$ cat src/rtl/if_prefetch_queue_pkg.sv
// -----------------------------------------------------------------------------
// if_pkg: shared widths, constants and types for the instruction-fetch
// prefetch queue.
//   XLEN          - architectural address width (PC width)
//   ILEN          - instruction word width
//   INSTR_NOP     - canonical no-op encoding (addi x0, x0, 0)
//   fetch_entry_t - one buffered fetch result {pc, instr}
//   align_pc()    - clears the two low PC bits (word-aligned fetch)
// -----------------------------------------------------------------------------
package if_pkg;

    localparam int XLEN = 64;
    localparam int ILEN = 32;

    localparam logic [ILEN-1:0] INSTR_NOP = 32'h0000_0013;

    typedef struct packed {
        logic [XLEN-1:0] pc;
        logic [ILEN-1:0] instr;
    } fetch_entry_t;

    function automatic logic [XLEN-1:0] align_pc(input logic [XLEN-1:0] pc);
        return pc & {{(XLEN-2){1'b1}}, 2'b00};
    endfunction

endpackage

$ cat src/rtl/if_prefetch_queue_if.sv
// -----------------------------------------------------------------------------
// if_prefetch_queue_if: bundle of every non-clock/reset signal of the fetch
// front end.
//   redirect_valid/redirect_pc        - EX-stage taken branch / jump
//   imem_req_valid/ready/addr         - in-order fetch request channel
//   imem_resp_valid/data              - in-order response, no backpressure
//   out_valid/ready/pc/instr          - head of the buffered fetch stream
// Modports:
//   master - the fetch unit (drives requests and the output stream)
//   slave  - the surroundings (memory, hazard unit, EX redirect)
// -----------------------------------------------------------------------------
interface if_prefetch_queue_if;
    import if_pkg::*;

    logic            redirect_valid;
    logic [XLEN-1:0] redirect_pc;

    logic            imem_req_valid;
    logic            imem_req_ready;
    logic [XLEN-1:0] imem_req_addr;

    logic            imem_resp_valid;
    logic [ILEN-1:0] imem_resp_data;

    logic            out_valid;
    logic            out_ready;
    logic [XLEN-1:0] out_pc;
    logic [ILEN-1:0] out_instr;

    modport master (
        input  redirect_valid, redirect_pc,
        input  imem_req_ready, imem_resp_valid, imem_resp_data,
        input  out_ready,
        output imem_req_valid, imem_req_addr,
        output out_valid, out_pc, out_instr
    );

    modport slave (
        output redirect_valid, redirect_pc,
        output imem_req_ready, imem_resp_valid, imem_resp_data,
        output out_ready,
        input  imem_req_valid, imem_req_addr,
        input  out_valid, out_pc, out_instr
    );

endinterface

$ cat src/rtl/if_prefetch_queue_sync_fifo.sv
// -----------------------------------------------------------------------------
// sync_fifo: single-clock first-word-fall-through FIFO.
//   clk, rst - clock, synchronous active-high reset (empties the FIFO)
//   push/din - write din at the tail
//   pop      - drop the head (ignored while empty)
//   clear    - empty the FIFO this cycle; wins over push and pop
//   dout     - current head (stale contents while empty)
//   full, empty, count - occupancy
// Push and pop in the same cycle both take effect, also when full: the freed
// head slot is the one being written, and the head is read before the edge.
// -----------------------------------------------------------------------------
module sync_fifo #(
    parameter  int WIDTH = 8,
    parameter  int DEPTH = 4,
    localparam int AW    = (DEPTH > 1) ? $clog2(DEPTH) : 1,
    localparam int CW    = $clog2(DEPTH + 1)
) (
    input  logic             clk,
    input  logic             rst,
    input  logic             push,
    input  logic             pop,
    input  logic             clear,
    input  logic [WIDTH-1:0] din,
    output logic [WIDTH-1:0] dout,
    output logic             full,
    output logic             empty,
    output logic [CW-1:0]    count
);

    logic [WIDTH-1:0] mem_q [DEPTH];
    logic [AW-1:0]    wr_ptr_q, wr_ptr_d;
    logic [AW-1:0]    rd_ptr_q, rd_ptr_d;
    logic [CW-1:0]    count_q, count_d;
    logic             do_push;
    logic             do_pop;

    // Explicit wrap so non-power-of-two depths also work.
    function automatic logic [AW-1:0] ptr_inc(input logic [AW-1:0] p);
        return (32'(p) == DEPTH - 1) ? '0 : p + AW'(1);
    endfunction

    assign empty   = (count_q == '0);
    assign full    = (count_q == CW'(DEPTH));
    assign count   = count_q;
    assign dout    = mem_q[rd_ptr_q];
    assign do_push = push & ~clear;
    assign do_pop  = pop & ~empty & ~clear;

    always_comb begin
        wr_ptr_d = wr_ptr_q;
        rd_ptr_d = rd_ptr_q;
        count_d  = count_q;
        if (clear) begin
            wr_ptr_d = '0;
            rd_ptr_d = '0;
            count_d  = '0;
        end else begin
            if (do_push) wr_ptr_d = ptr_inc(wr_ptr_q);
            if (do_pop)  rd_ptr_d = ptr_inc(rd_ptr_q);
            count_d = count_q + CW'(do_push) - CW'(do_pop);
        end
    end

    always_ff @(posedge clk) begin
        if (rst) begin
            wr_ptr_q <= '0;
            rd_ptr_q <= '0;
            count_q  <= '0;
        end else begin
            wr_ptr_q <= wr_ptr_d;
            rd_ptr_q <= rd_ptr_d;
            count_q  <= count_d;
        end
    end

    // Storage carries no reset; only the pointers define what is valid.
    always_ff @(posedge clk) begin
        if (do_push) mem_q[wr_ptr_q] <= din;
    end

    a_no_overflow: assert property (@(posedge clk) disable iff (rst)
        !(do_push && full && !do_pop));

endmodule

$ cat src/rtl/if_prefetch_queue.sv
// -----------------------------------------------------------------------------
// if_prefetch_queue: instruction-fetch front end.
// Owns the PC, issues in-order word fetches to a variable-latency instruction
// memory and buffers the returned {pc, instr} pairs for the IF/ID register.
//   clk, rst      - clock, synchronous active-high reset
//   bus (master)  - redirect, imem request/response and output stream
// Parameters: RESET_PC (first fetch address), DEPTH (buffer entries),
// MAX_OUTSTANDING (requests awaiting a response, kept + dropped).
//
// Credit scheme: a request is only issued when the buffer has a slot for its
// response (count + live < DEPTH), so responses never need backpressure.
// A redirect turns every pending response into a "discard" credit; since the
// memory answers in order, the next `discard` responses are the stale ones.
// Issued PCs travel through a small tag queue and are re-joined with their
// instruction word when the response arrives.
// -----------------------------------------------------------------------------
module if_prefetch_queue
    import if_pkg::*;
#(
    parameter logic [XLEN-1:0] RESET_PC        = '0,
    parameter int              DEPTH           = 4,
    parameter int              MAX_OUTSTANDING = 4
) (
    input  logic                clk,
    input  logic                rst,
    if_prefetch_queue_if.master bus
);

    localparam int OW = $clog2(MAX_OUTSTANDING + 1);
    localparam int FW = $clog2(DEPTH + 1);

    logic [XLEN-1:0] pc_q, pc_d;
    logic [OW-1:0]   live_q, live_d;
    logic [OW-1:0]   discard_q, discard_d;

    logic            credit_ok;
    logic            req_fire;
    logic            resp_keep;
    logic            out_pop;

    logic [XLEN-1:0] tag_head;
    logic            tag_full, tag_empty;
    logic [OW-1:0]   tag_count;

    fetch_entry_t    fifo_din, fifo_head;
    logic            fifo_full, fifo_empty;
    logic [FW-1:0]   fifo_count;

    // ------------------------------------------------------------------
    // Request / response handshakes (combinational outputs)
    // ------------------------------------------------------------------
    assign credit_ok = (32'(fifo_count) + 32'(live_q) < DEPTH) &&
                       (32'(live_q) + 32'(discard_q) < MAX_OUTSTANDING);

    assign bus.imem_req_valid = ~rst & ~bus.redirect_valid & credit_ok;
    assign bus.imem_req_addr  = pc_q;
    assign req_fire           = bus.imem_req_valid & bus.imem_req_ready;

    // Stale responses are drained first, so a response is kept only once
    // every discard credit has been used up.
    assign resp_keep = bus.imem_resp_valid & (discard_q == '0);

    assign bus.out_valid = ~fifo_empty & ~bus.redirect_valid;
    assign out_pop       = bus.out_valid & bus.out_ready;
    assign bus.out_pc    = fifo_empty ? '0 : fifo_head.pc;
    assign bus.out_instr = fifo_empty ? '0 : fifo_head.instr;

    assign fifo_din = {tag_head, bus.imem_resp_data};

    // ------------------------------------------------------------------
    // PC and credit counters
    // ------------------------------------------------------------------
    always_comb begin
        pc_d      = pc_q;
        live_d    = live_q;
        discard_d = discard_q;
        if (bus.redirect_valid) begin
            // Everything still in flight becomes stale; a response arriving
            // this very cycle has already consumed its credit.
            pc_d      = align_pc(bus.redirect_pc);
            discard_d = discard_q + live_q - OW'(bus.imem_resp_valid);
            live_d    = '0;
        end else begin
            if (req_fire) pc_d = pc_q + XLEN'(4);
            live_d    = live_q + OW'(req_fire) - OW'(resp_keep);
            discard_d = discard_q - OW'(bus.imem_resp_valid & ~resp_keep);
        end
    end

    always_ff @(posedge clk) begin
        if (rst) begin
            pc_q      <= RESET_PC;
            live_q    <= '0;
            discard_q <= '0;
        end else begin
            pc_q      <= pc_d;
            live_q    <= live_d;
            discard_q <= discard_d;
        end
    end

    // ------------------------------------------------------------------
    // PC tag queue: one entry per outstanding request (kept or stale).
    // Never cleared by redirect, stale tags drain with their responses.
    // ------------------------------------------------------------------
    sync_fifo #(
        .WIDTH (XLEN),
        .DEPTH (MAX_OUTSTANDING)
    ) u_tag_q (
        .clk   (clk),
        .rst   (rst),
        .push  (req_fire),
        .pop   (bus.imem_resp_valid),
        .clear (1'b0),
        .din   (pc_q),
        .dout  (tag_head),
        .full  (tag_full),
        .empty (tag_empty),
        .count (tag_count)
    );

    // ------------------------------------------------------------------
    // Instruction buffer
    // ------------------------------------------------------------------
    sync_fifo #(
        .WIDTH ($bits(fetch_entry_t)),
        .DEPTH (DEPTH)
    ) u_instr_q (
        .clk   (clk),
        .rst   (rst),
        .push  (resp_keep & ~bus.redirect_valid),
        .pop   (out_pop),
        .clear (bus.redirect_valid),
        .din   (fifo_din),
        .dout  (fifo_head),
        .full  (fifo_full),
        .empty (fifo_empty),
        .count (fifo_count)
    );

    // ------------------------------------------------------------------
    // Invariants
    // ------------------------------------------------------------------
    a_outstanding_bound: assert property (@(posedge clk) disable iff (rst)
        32'(live_q) + 32'(discard_q) <= MAX_OUTSTANDING);
    a_count_bound: assert property (@(posedge clk) disable iff (rst)
        32'(fifo_count) <= DEPTH);
    a_tags_match_credits: assert property (@(posedge clk) disable iff (rst)
        32'(tag_count) == 32'(live_q) + 32'(discard_q));
    a_no_spurious_resp: assert property (@(posedge clk) disable iff (rst)
        bus.imem_resp_valid |-> !tag_empty);
    a_tag_space: assert property (@(posedge clk) disable iff (rst)
        req_fire |-> !tag_full);
    a_buffer_space: assert property (@(posedge clk) disable iff (rst)
        (resp_keep && !bus.redirect_valid && !out_pop) |-> !fifo_full);

endmodule

$ cat src/flat_wrapper.sv
// flat-port wrapper written by rule: the top's interface ports become plain ports
module if_prefetch_queue_flat import if_pkg::*;
#(
    parameter logic [XLEN-1:0] RESET_PC        = '0,
    parameter int              DEPTH           = 4,
    parameter int              MAX_OUTSTANDING = 4
)
  (clk, rst, bus_redirect_valid, bus_redirect_pc, bus_imem_req_ready, bus_imem_resp_valid, bus_imem_resp_data, bus_out_ready, bus_imem_req_valid, bus_imem_req_addr, bus_out_valid, bus_out_pc, bus_out_instr);
  if_prefetch_queue_if bus_i ();
  input  logic clk;
  input  logic rst;
  input wire logic [$bits(bus_i.redirect_valid)-1:0] bus_redirect_valid;
  input wire logic [$bits(bus_i.redirect_pc)-1:0] bus_redirect_pc;
  input wire logic [$bits(bus_i.imem_req_ready)-1:0] bus_imem_req_ready;
  input wire logic [$bits(bus_i.imem_resp_valid)-1:0] bus_imem_resp_valid;
  input wire logic [$bits(bus_i.imem_resp_data)-1:0] bus_imem_resp_data;
  input wire logic [$bits(bus_i.out_ready)-1:0] bus_out_ready;
  output wire logic [$bits(bus_i.imem_req_valid)-1:0] bus_imem_req_valid;
  output wire logic [$bits(bus_i.imem_req_addr)-1:0] bus_imem_req_addr;
  output wire logic [$bits(bus_i.out_valid)-1:0] bus_out_valid;
  output wire logic [$bits(bus_i.out_pc)-1:0] bus_out_pc;
  output wire logic [$bits(bus_i.out_instr)-1:0] bus_out_instr;
  assign bus_i.redirect_valid = bus_redirect_valid;
  assign bus_i.redirect_pc = bus_redirect_pc;
  assign bus_i.imem_req_ready = bus_imem_req_ready;
  assign bus_i.imem_resp_valid = bus_imem_resp_valid;
  assign bus_i.imem_resp_data = bus_imem_resp_data;
  assign bus_i.out_ready = bus_out_ready;
  assign bus_imem_req_valid = bus_i.imem_req_valid;
  assign bus_imem_req_addr = bus_i.imem_req_addr;
  assign bus_out_valid = bus_i.out_valid;
  assign bus_out_pc = bus_i.out_pc;
  assign bus_out_instr = bus_i.out_instr;
  if_prefetch_queue #(.RESET_PC(RESET_PC), .DEPTH(DEPTH), .MAX_OUTSTANDING(MAX_OUTSTANDING)) u_core (.clk(clk), .rst(rst), .bus(bus_i));
endmodule
$ cat config.mk
export PLATFORM = sky130hd
export DESIGN_NAME = if_prefetch_queue_flat
export DESIGN_NICKNAME = d
export VERILOG_FILES = /design/src/rtl/if_prefetch_queue_pkg.sv /design/src/rtl/if_prefetch_queue_if.sv /design/src/rtl/if_prefetch_queue_sync_fifo.sv /design/src/rtl/if_prefetch_queue.sv /design/src/flat_wrapper.sv
export SDC_FILE = /design/constraint.sdc
export NUM_CORES = 1
export LEC_CHECK = 0
export BUFFER_PORTS_ARGS = -buffer_cell sky130_fd_sc_hd__buf_4
export CAP_MARGIN = 30
export CORE_ASPECT_RATIO = 0.6
export CORE_MARGIN = 1
export CORE_UTILIZATION = 34
export DETAILED_ROUTE_END_ITERATION = 7
export GPL_TIMING_DRIVEN = 0
export PLACE_DENSITY = 0.47
export SKIP_LAST_GASP = 1
export SLEW_MARGIN = 20
export SYNTH_ARGS = -nofsm -noshare
export SYNTH_HDL_FRONTEND = slang
export SYNTH_SLANG_ARGS = --single-unit
$ cat constraint.sdc
create_clock -name clk -period 4.4 [get_ports clk]
set_input_delay 0.44 -clock clk [delete_from_list [all_inputs] [get_ports clk]]
set_output_delay 0.44 -clock clk [all_outputs]
set_load 0.03 [all_outputs]
# Word-level counts from Yosys, hierarchy flattened

Memories as Yosys holds them, arrays and structs flattened. A register that Yosys moved wholly into a read port is not among the register bits.
Cells that the tools add are included.
W data, S select, Z words.

Memories kept: 2
Output and inout bits: 162
Memory bits (writable): 640
Logic and storage cells: 74
Input bits: 102
ROM bits: 0
Bits in latches: 0
Bits in registers: 84

Memories:

| name                   | words | bits a word | read ports | clocked after memory_dff | wr ports | line                              | text |
|---|---|---|---|---|---|---|---|
| u_core.u_instr_q.mem_q | 4     | 96          | 1          | 1                        | 1        | if_prefetch_queue_sync_fifo.sv:30 | `logic [WIDTH-1:0] mem_q [DEPTH];` |
| u_core.u_tag_q.mem_q   | 4     | 64          | 1          | 1                        | 1        | if_prefetch_queue_sync_fifo.sv:30 |  |

Multiplexer cells: 17
Reductions and logical operators: 6
Bitwise operators: 17
Add/subtract/negate cells: 16
Shifts and indexed selects: 0
Equal/unequal tests: 4
$mul: 0
Magnitude comparators: 2
Div/mod/pow operators: 0

Operators by type and width:

| operator                | number |
|---|---|
| $mux W64                | 3 |
| $add A64 B3 Y64 const B | 1 |
| $lt A32 B3 Y1 const B   | 2 |
| $mux W32                | 1 |
| $mux W2                 | 8 |
| $sub A3 B1 Y3           | 4 |
| $and A1 B1 Y1           | 11 |
| $add A3 B1 Y3           | 3 |
| $logic_not A3 Y1        | 3 |
| $add A2 B1 Y2 const B   | 4 |
| $add A3 B3 Y4           | 2 |
| $eq A2 B2 Y1 const B    | 4 |
| $mux W1                 | 4 |
| $not A1 Y1              | 4 |
| $add A3 B3 Y3           | 1 |
| $and A1 B3 Y3           | 1 |
| $mux W3                 | 1 |
| $not A1 Y3              | 1 |
| $sub A3 B3 Y3           | 1 |
| $reduce_bool A2 Y1      | 1 |
| $reduce_or A2 Y1        | 1 |
| $logic_and A1 B1 Y1     | 1 |

# Longest topological paths before layout

Depth in word-level cells: 8
Gate-level depth with buffers: 12

# Cells and area by module

A second synthesis with hierarchy kept.

Cells, all modules: 1,548
Area, all modules: 28,807.6 µm²

Modules (own cells, without submodules):

| module                        | instances | cells each | area an instance (µm²) |
|---|---|---|---|
| sync_fifo at u_core.u_instr_q | 1         | 550        | 14,312.5 |
| sync_fifo at u_core.u_tag_q   | 1         | 382        | 9,784.4 |
| if_prefetch_queue             | 1         | 616        | 4,710.8 |

# Worst setup path before layout

Ideal clock, no wire load.

Path type: input port to flip-flop
Start point: input port bus_redirect_valid
End point: memory u_core.u_instr_q.mem_q[0][0] in the netlist's numbering, enable pin
Library setup time: 0.463 ns
Slack: 0.779 ns
Required time: 3.937 ns
Cell stages on the path: 4
Buffers on the path: 2
Data arrival time: 3.157 ns
Cell sequence: buf_6 clkbuf_1 nor2_1 and2_1

Word-level cells in the longest chain between the ends: 5

RTL lines:

| element                         | line                                                        | text |
|---|---|---|
| start: declaration              | flat_wrapper.sv:12                                          | `input wire logic [$bits(bus_i.redirect_valid)-1:0] bus_redirect_valid;` |
| $not A1 Y1 *                    | if_prefetch_queue_sync_fifo.sv:46, if_prefetch_queue.sv:131 |  |
| $and A1 B1 Y1                   | if_prefetch_queue.sv:131                                    | `.push (resp_keep & ~bus.redirect_valid),` |
| $and A1 B1 Y1 *                 | if_prefetch_queue_sync_fifo.sv:46                           | `assign do_push = push & ~clear;` |
| $mux W1 *                       | if_prefetch_queue_sync_fifo.sv:78                           | `if (do_push) mem_q[wr_ptr_q] <= din;` |
| $mux W1 (implied by the code) * | if_prefetch_queue_sync_fifo.sv:78                           |  |
| end: declaration                | if_prefetch_queue_sync_fifo.sv:30                           |  |

Mark *: on every way between the ends. The rest lies on a longest branch, timed or not.

==> results.toml <==
[outcome]
status = "finished with violations"
violations = "design-rule violations"

[floorplan]
dieArea_um2 = 83690
rows = 81
die_w_um = 372.8
ioPinCount = 264
initial_core_util_pct = 34.38
die_h_um = 224.5
core_area_um2 = 81580

[detailed_routing]
dr.pass1.iters = 7
via_count = 15628
wl_um = 76170
drtIter0Drc = 1438
wire_per_inst_um = 24.71
via_per_inst = 5.069
postRouteAntennaNets = 0
drc = 4

[finish]
final_nets = 2080
final_layout_size_suffix_gt1_share_pct = 28.57
mostFrequentLayoutCell = "edfxtp_1"
instances_no_fill = 3083
layout.area.seq_um2 = 20460
multi_input_area_um2 = 7172
area_delta_synth_final_pct = 22.73
final_cell_mix = "edfxtp_1 (624), buf_4 (261), mux4_2 (156)"
n_fill_cell = 7293

[power_and_ir_drop]
power_density_nw_per_um2 = 464.2
p_sw_mw = 3.865
seqPwrFrac_pct = 49.8
comb_power_share_pct = 12.4
switching_share_pct = 24.19
peakVddDrop_mv = 0.2478
intPower_mw = 12.12
p_leak_nw = 11.36
pwr-share-clk_pct = 37.8

[cts]
clk_root_buffer_cell = "clkbuf_16"
cts.sinks = 710
ctsHtreeMaxLevel = 3
clk_pin_slew_ns = 0.07
insertion_delay_ns = 0.62
cts_tree = "built"
cts-resized-gates = 0
numCtsBuffers = 70
clockBufferDepth = 3

[timing]
drv_slew = 0
timing.fmax_mhz = 251.6
finalCriticalPeriod_ns = 3.975
relSlewSlack_pct = 27.84
worstMarginPinSlew_ns = 1.082
setup_ws_ns = 0.4248
finalHoldViolations = 0
rsz0062_at_grt = "no"
setup_viol = 0
post-route-period-util_pct = 90.34
fin_skew_ns = 0.01280

[worst_setup_path]
critPathCaptureType = "output pin"
cp.required_ns = 3.96
crit_slowest_cell = "buf_1"
cp_max_fo = 10
r2r_end = "u_core.u_tag_q.count[1]"
cp-start-kind = "register"
cp_cell_sequence = "clkbuf_1 -> buf_2 -> buf_1 -> mux4_2 -> nor2b_1 -> buf_4"
crit_type = "register to output pin"
r2r_cells = 11
worstPathArrival_ns = 3.54
ff2ff_setup_slack_ns = 0.59
r2r_start = "u_core.live_q[1]"
slowest_delay_ns = 0.71

[grt]
grt_pass1_wl_um = 109000
overflow = 0
grt_usage_pct = 18.21
antenna_found_initial = 2
grt_pass1_vias = 15429
grt_max_degree = 43

[min_path]
hold_end = "u_core.bus.imem_req_addr[15]"
min_path_cells = 3
hp-class = "primary input to register"
hold_start = "bus_redirect_pc[15]"

[synthesis]
synth_cell_types = 53
postSynthAreaPerCell_um2 = 18.02
async_flop_share_pct = 0
ys_ff_latch = 710
synth_edf_count = 624
yosysSeqAreaShare_pct = 72.94
ys_warn_count = 0
synth_area_um2 = 28050
syn_inst = 1557
synth_ff_type = "edfxtp_1"

[placement]
preCtsSetupSlack_ns = 0.6969
place_inst = 2910
routabilityCongestion = 0.8892
dpl.hpwl_um = 52860
port_buffers = 256

[job]
max_cap_violations = 0
==> Yosys cell counts (2+ instances only) <==
library cell    n  area share, %
nand3_1        24           0.43
and2_1         15           0.33
xor2_1         11           0.34
nand2_1        63           0.84
fa_1            4           0.29
o22ai_1         3          0.067
a22oi_1         7           0.19
or2_2           5           0.11
a21oi_1        49           0.87
nor2b_1        98            2.2
o21ai_0        19           0.34
a31oi_1        12           0.27
nand4_1        21           0.47
and3_1         16           0.36
buf_4           4           0.11
or4_4           2          0.080
a311oi_1        3          0.094
nor3_1         21           0.37
dfxtp_1        86            6.1
clkbuf_1       63           0.84
mux2i_1         8           0.29
ha_1           26            1.2
and4_1         10           0.31
xnor2_1        25           0.78
or4_1           3          0.080
nor4_1         17           0.38
nor4b_1         2          0.062
buf_1          16           0.21
a211oi_1       21           0.56
o21a_1          4           0.11
buf_6           2          0.080
inv_1          27           0.36
o211ai_1        3          0.080
nor2_1         67           0.90
or3_1           4          0.089
mux4_2        156             13
edfxtp_1      624             67
==> stage by stage <==
stage | area (um2) | utilization, % | TNS [ns] | hold WS [ns] | total power [mW]
6_report | 34430 | 42.20 | 0 | 0.07321 | 15.98
5_1_grt | 34420 | 42.19 | 0 | 0.05984 | 16.55
4_1_cts | 34290 | 42.02 | 0 | 0.04366 | 16.13
3_5_place_dp | 31680 | 38.83 | 0 | 0.4936 | 10.05
3_3_place_gp | 31330 | 38.41 | -1010.95 | 0.4740 | 9.991
2_1_floorplan | 28060 | - | 0 | 0.4541 | 9.244
==> power by group through the flow <==
stage          clock network, mW  registers (mW)  logic, mW
2_1_floorplan                  0            8.11       1.13
3_5_place_dp                   0            8.11       1.94
3_3_place_gp                   0            8.12       1.87
5_1_grt                     6.42            7.99       2.13
6_report                    6.05            7.96       1.97
4_1_cts                     6.20            7.96       1.97
==> layout make-up <==
type                       instances  share of cell area [%]
tap                             1079                   3.922
sequential                       710                   59.43
timing repair buffer             316                   7.829
buffer                            85                   1.029
inverter                          28                  0.3053
clock buffer                      93                   5.612
antenna                            2                 0.01454
clock inverter                    33                   1.025
multi-input combinational        737                   20.83
==> sequential cells by signal (all words and copies together), names as in the netlist, 3 cells and up, named ones only <==
name                      count
u_core.u_tag_q.mem_q        248
u_core.live_q                 3
u_core.u_instr_q.mem_q      376
u_core.u_tag_q.count          3
u_core.bus.imem_req_addr     62
u_core.u_instr_q.count        3
u_core.discard_q              3
==> logic make-up (layout without fill, tap and decap cells) <==
kind of cell	after synthesis	after routing	share of synthesized area [%]
AOI/OAI and AO/OA	129	129	2.850
and+or+nand+nor	373	373	7.155
other	1	6	0.01337
adders and majority gates	30	30	1.445
muxes	165	165	12.85
xor gates and xnor gates	36	36	1.124
buffers and inverters	113	555	1.619
DFF	710	710	72.94
==> critical path, delay by kind of cell, from the launching register on <==
family / cells / cell delay (ns)
and+or+nand+nor: 1 / 0.15
buffers and inverters: 4 / 1.82
DFF: 1 / 0.30
muxes: 1 / 0.62
==> worst max-delay path by stage <==
stage	end	slack, ns	depth (start not counted)
2_1_floorplan	u_core.u_instr_q.mem_q[0][0]	0.78	4
3_3_place_gp	u_core.u_instr_q.mem_q[1][47]	-1.92	4
3_5_place_dp	u_core.u_tag_q.count[1]	0.70	11
4_1_cts	bus_out_pc[8]	0.09	6
5_1_grt	bus_out_pc[19]	0.08	6
6_report	bus_out_pc[14]	0.42	6
==> metal layers <==
layer	share of wire, %	GRT usage (%)
met4	2.5	5.745
met1	48	26.90
met5	0	0
met3	6.3	4.190
met2	44	26.55
==> timing repair <==
| item | CTS | global route |
|---|---|---|
| hold buffers | 32 | 0 |
| setup buffers | 0 | 0 |
| hold endpoints to repair | 128 | 0 |
| setup endpoints to repair | 0 | 0 |
Note: power is estimated with default switching activity, not from simulation.
